**src/rtl/ofd_pipe_reg.sv**
```systemverilog
// Output-register bank for I/O models: WIDTH lanes by DEPTH stages, with clock enable,
// synchronous local clear, a delay-matched drive-enable pipe and a saturating fill tracker.
module ofd_pipe_reg #(
  parameter int unsigned      WIDTH       = 8,
  parameter int unsigned      DEPTH       = 2,
  parameter logic [WIDTH-1:0] INIT        = '0,
  parameter string            LSR_OVER_CE = "ENABLED"
) (
  input  logic             SCLK,
  input  logic             RST,
  input  logic             CE,
  input  logic             LSR,
  input  logic [WIDTH-1:0] D,
  input  logic             OE_IN,
  output logic [WIDTH-1:0] Q,
  output logic             QOE,
  output logic             QVALID
);

  localparam int unsigned     CntW      = $clog2(DEPTH + 1);
  localparam logic [CntW-1:0] CntFull   = CntW'(DEPTH);
  localparam bit              LsrOverCe = (LSR_OVER_CE == "ENABLED");

  logic [WIDTH-1:0] s_q  [DEPTH];
  logic [WIDTH-1:0] s_d  [DEPTH];
  logic [WIDTH-1:0] s_in [DEPTH];
  logic [DEPTH-1:0] o_q, o_d, o_in;
  logic [CntW-1:0]  cnt_q, cnt_d, cnt_inc;
  logic             lsr_act;

  // Ternary muxes (rather than if/else) so an X on CE or LSR poisons the affected state.
  always_comb begin
    lsr_act = LSR & (LsrOverCe | CE);
    s_in[0] = D;
    o_in[0] = OE_IN;
    for (int unsigned i = 1; i < DEPTH; i++) begin
      s_in[i] = s_q[i-1];
      o_in[i] = o_q[i-1];
    end
    for (int unsigned i = 0; i < DEPTH; i++) begin
      s_d[i] = lsr_act ? INIT : (CE ? s_in[i] : s_q[i]);
      o_d[i] = lsr_act ? 1'b0 : (CE ? o_in[i] : o_q[i]);
    end
    cnt_inc = (cnt_q == CntFull) ? cnt_q : cnt_q + CntW'(1);
    cnt_d   = lsr_act ? '0 : (CE ? cnt_inc : cnt_q);
  end

  always_ff @(posedge SCLK or posedge RST) begin
    if (RST) begin
      for (int unsigned i = 0; i < DEPTH; i++) begin
        s_q[i] <= INIT;
      end
      o_q   <= '0;
      cnt_q <= '0;
    end else begin
      for (int unsigned i = 0; i < DEPTH; i++) begin
        s_q[i] <= s_d[i];
      end
      o_q   <= o_d;
      cnt_q <= cnt_d;
    end
  end

  assign Q      = s_q[DEPTH-1];
  assign QOE    = o_q[DEPTH-1];
  assign QVALID = (cnt_q == CntFull);

endmodule

```
**config.mk**
```make
export PLATFORM = sky130hd
export DESIGN_NAME = ofd_pipe_reg
export DESIGN_NICKNAME = d
export VERILOG_FILES = /design/src/rtl/ofd_pipe_reg.sv
export SDC_FILE = /design/constraint.sdc
export NUM_CORES = 1
export LEC_CHECK = 0
export ABC_AREA = 1
export BUFFER_PORTS_ARGS = -buffer_cell sky130_fd_sc_hd__buf_2
export CORE_MARGIN = 3
export CORE_UTILIZATION = 52
export CTS_BUF_LIST = sky130_fd_sc_hd__clkbuf_8
export DETAILED_ROUTE_END_ITERATION = 12
export PLACE_DENSITY = 0.78
export SLEW_MARGIN = 10
export SYNTH_ARGS = -nofsm -noshare
export SYNTH_HDL_FRONTEND = slang
export SYNTH_SLANG_ARGS = --single-unit
```
**constraint.sdc**
```tcl
create_clock -name SCLK -period 1.25 [get_ports SCLK]
set_input_delay 0.0625 -clock SCLK [delete_from_list [all_inputs] [get_ports SCLK]]
set_output_delay 0.0625 -clock SCLK [all_outputs]
set_load 0.1 [all_outputs]
```
# Word-level counts from Yosys, hierarchy flattened
# Cells that the tools add are included.
dict set report totals {
  input_bits 13
  reg_bits 20
}
dict set report op_classes {
  add_sub_neg 1
  reduce_logical 2
  n_mux 11
  eq_ne 2
}
# operator n
set ops {}
lappend ops {{2-to-1 mux 8 bit} 4}
lappend ops {{2-to-1 mux 2 bit} 3}
lappend ops {{2-to-1 mux 1 bit} 4}
lappend ops {{adder 2 x 1 -> 2 bit, second input constant} 1}
lappend ops {{equality test 2 bit, second input constant} 1}
lappend ops {{inequality test 2 bit, second input constant} 1}
lappend ops {{AND reduction 2 bit} 1}
lappend ops {{nonzero test 2 bit} 1}

# Depth between registers and ports, before layout
dict set report depth {
  ltp_word 4
  ltp_mapped 6
  mapped_depth_nobuf 6
}

# Worst setup path before layout
# No wires, ideal clock.
dict set report synth_timing {
  kind {register to register}
  start {reg cnt_q[0]}
  end {reg cnt_q[0]}
  path_stages_with_launch 6
  setup_slack_ns -0.492
  setup_time_ns 0.119
  path_buffers 0
  arrival_time_ns 1.623
  required_ns 1.131
  cell_sequence {dfrtp_1 > inv_1 > ha_1 > inv_1 > a21oi_1 > nor2_1}
}
dict set report synth_via {
  elab_cells_between_ends 7
}
# element line_no
set synth_lines {}
lappend synth_lines {{start, declared} 28} ;# logic [CntW-1:0] cnt_q, cnt_d, cnt_inc;
lappend synth_lines {{start signal, assigned} 60} ;# cnt_q <= cnt_d;
lappend synth_lines {{equality test 2 bit} --}
lappend synth_lines {{net QVALID} 17} ;# output logic QVALID
lappend synth_lines {{inequality test 2 bit (no source line)} --}
lappend synth_lines {{AND reduction 2 bit (no source line)} --}
# The timed path passes the listed nets, and every way through them passes these cells. The select of a mux whose other input is x is not followed.
# A chain may end at the register's enable or synchronous reset.

# Worst setup path after layout
dict set report layout_timing {
  start {reg o_q[1]}
  end {out QOE}
}
# element line_no
set layout_lines {}
lappend layout_lines {{start, declared} 27} ;# logic [DEPTH-1:0] o_q, o_d, o_in;
lappend layout_lines {{start signal, assigned} 53} ;# o_q <= '0;
lappend layout_lines {{start signal, assigned} 59} ;# o_q <= o_d;
lappend layout_lines {{end, declared} 16} ;# output logic QOE,
# No word-level cell between the ends.

==> reports/results.txt <==
Static leakage power = 0.613 nW
Clk sinks = 20
Horiz. Die Dim = 46.2 um
Worst slew pin tran = 0.485 ns
Number of clock buffers inserted by TritonCTS = 3
GP Congestion = 0.729
Post-synthesis cell type count = 11
Area inside the core boundary = 1400 um2
Share of the clock period used by the worst path = 90.5%
Critical setup path kind = reg -> out
Number of antenna violations at the first check in global routing = 0
Final max-slew violation count = 0
Combined global-route utilization of all metal layers = 18.3%
Seq/Total Area, Yosys = 59.6%
Class of the tightest hold or removal check = in -> reg
WP buf/inv = 1
Initial DRT Pass Iterations = 4
Unrepaired setup endpoints after global routing = no
Syn_nets = 107
Number of nets in the final layout = 132
Input/output buffers = 22
Setup clock skew after layout = 0.00468 ns
Average instance area after synthesis = 9.03 um2
Sw frac = 26.1%
RR Startpoint = cnt_q[0]$_DFFE_PP0P_
Vias in the first global route = 604
FF+latch area = 500 um2
Internal = 0.00118 W
Layout cell share with drive strength beyond 1 = 25.6%
Flops & latches, synth = 20
Largest fanout on the critical path = 2
Overall die area = 2130 um2
Sequential fraction of design power = 43.9%
Detailed placement HPWL = 1.00 mm
Maximum clock frequency = 0.884 GHz
Commonest non-fill, non-tap cell in the layout = sky130_fd_sc_hd__nand2_1
Number of vias per cell after detailed routing = 5.26
Slew margin rel. = 67.9%
Synthesized area = 840 um2
Number of vias after detailed routing = 694
TritonCTS clock tree = built
Maximum clock path buffer count = 2
Worst setup SP type = register
Source of the worst hold timing path = D[5]
Number of nets still failing antenna checks after routing = 0
Data required time at the worst endpoint = 1.19 ns
Cells traversed along the worst timing path = buf_2
Overall overflow remaining after global route = 0
Wire length of the first global-routing pass = 2.60 mm
Reported max-cap violation count = 0
Maximum resistive drop on vdd = 1.04 mV
Largest cells by area after synthesis = sky130_fd_sc_hd__dfrtp_1 (60%), sky130_fd_sc_hd__nand2_1 (17%), sky130_fd_sc_hd__nand3_1 (12%)
Die boundary height = 46.2 um
Clk_lat worst skew = 0.26 ns
Routed wire length = 1.61 mm
Area leader, netlist = sky130_fd_sc_hd__dfrtp_1
Comb power frac = 15.5%
Clock-pin transition on the worst setup and hold timing paths = 0.08 ns
Share of the synthesized area in the top cell type = 59.6%
Cell row count = 13
Cell at the root of the clock tree = sky130_fd_sc_hd__clkbuf_8
DRC violation count after routing = 0
Final setup vio count = 0
Placed inst area = 971 um2
Synth warn = 0
Accumulated negative setup slack = 0 ns
Total I/O pin count = 23
Starting DRC count in detailed routing = 14
Wire length per cell = 12.2 um
Number of hold violations in the final report = 0
Outcome = finished clean
Relative contribution of the clock network to total power = 40.6%
Multi-input gate area in the final layout = 297 um2
Crit-path leading delay family = buffers and inverters
Final Critical Period = 1.13 ns
Kind of end point of the critical path = output port
Critical path arrival = 1.07 ns
Final non-filler cell area = 1050 um2
Initial cell density of the core = 60.0%
Post-cts gate resize count = 0
Master of the slowest instance on the critical path = sky130_fd_sc_hd__buf_2
Area grow syn2layout = 25.3%
Antenna Diode Count = 0
Start point of the critical path = o_q[1]$_DFFE_PP0P_
# H-tree levels = 1
Largest net degree at the start of global routing = 24
Switching component of the power = 0.000416 W
Fin Hold WS = 0.0280 ns
Commonest non-fill, non-tap cells in the layout = sky130_fd_sc_hd__nand2_1 (38), sky130_fd_sc_hd__buf_2 (21), sky130_fd_sc_hd__dfrtp_1 (20), sky130_fd_sc_hd__nand3_1 (20), sky130_fd_sc_hd__inv_1 (4)
Number of inserted filler cells in the final layout = 119
PwrDens = 1510 nW/um2
Largest stage delay, worst path = 0.43 ns
Post-synthesis cell count = 93
-- cell families after synthesis --
family | count (synthesis) | synth area share [%]
and+or+nand+nor | 61 | 31.1
DFF | 20 | 59.6
buffers and inverters | 9 | 6.56
AOI/OAI and AO/OA | 2 | 1.19
adders and majority gates | 1 | 1.49
-- cell usage after synthesis, drive strengths merged --
| master | number |
|---|---|
| a21oi | 2 |
| buf | 5 |
| dfrtp | 20 |
| ha | 1 |
| inv | 4 |
| nand2 | 38 |
| nand3 | 20 |
| nor2 | 3 |
-- per-layer routing --
metal / GRT usage, % / part of all wire (%)
met4: 14.2 / 2.6
met1: 22.6 / 44
met3: 3.91 / 5.3
met2: 27.5 / 48
met5: 0 / 0
-- cell type report --
| cell class | instances | share of cell area, % |
|---|---|---|
| Clock buffer | 3 | 3.92 |
| Multi-Input combinational cell | 64 | 28.2 |
| Timing Repair Buffer | 25 | 14.3 |
| Inverter | 4 | 1.43 |
| Clock inverter | 1 | 2.85 |
| Sequential cell | 20 | 47.6 |
| Tap cell | 15 | 1.78 |
-- power by group through the flow --
| stage | Combinational, W | Sequential (W) | Clock (W) |
|---|---|---|---|
| global route | 0.000267 | 0.000702 | 0.000687 |
| global placement | 0.000242 | 0.000709 | 0 |
| CTS | 0.000250 | 0.000698 | 0.000648 |
| detailed placement | 0.000247 | 0.000710 | 0 |
| finish | 0.000247 | 0.000699 | 0.000646 |
| floorplan | 0.000122 | 0.000776 | 0 |
-- registers in the layout (all words and copies together), names as in the netlist --
| signal | flops |
|---|---|
| Q | 8 |
| cnt_q | 2 |
| s_in | 8 |
| o_q | 2 |
-- path summary, 6_finish.rpt --
kind,end,slack [ns],cells after the start
setup / recovery,QOE,0.12,1
hold / removal,s_in[5]$_DFFE_PP0P_,0.03,3
setup reg to reg,cnt_q[1]$_DFFE_PP0P_,0.23,5
hold reg to reg,Q[2]$_DFFE_PP0P_,0.47,2
max in group asynchronous,Q[4]$_DFFE_PP0P_,0.68,4
min in group asynchronous,cnt_q[1]$_DFFE_PP0P_,0.36,4
-- stage by stage --
step	utilization (%)	setup slack, ns	cells	power, W
6_report	75.2	0.119	132	0.00159
5_1_grt	75.2	0.0605	132	0.00166
4_1_cts	75.2	0.111	132	0.00160
3_5_place_dp	69.4	0.233	127	0.000957
3_3_place_gp	69.4	0.278	127	0.000950
2_1_floorplan	-	0.0306	93	0.000899
-- repair_timing --
item,4_1_cts,5_1_grt
hold buffers,1,0
hold endpoints to repair,20,0
setup buffers,0,0
(Power assumes the default switching activity.)
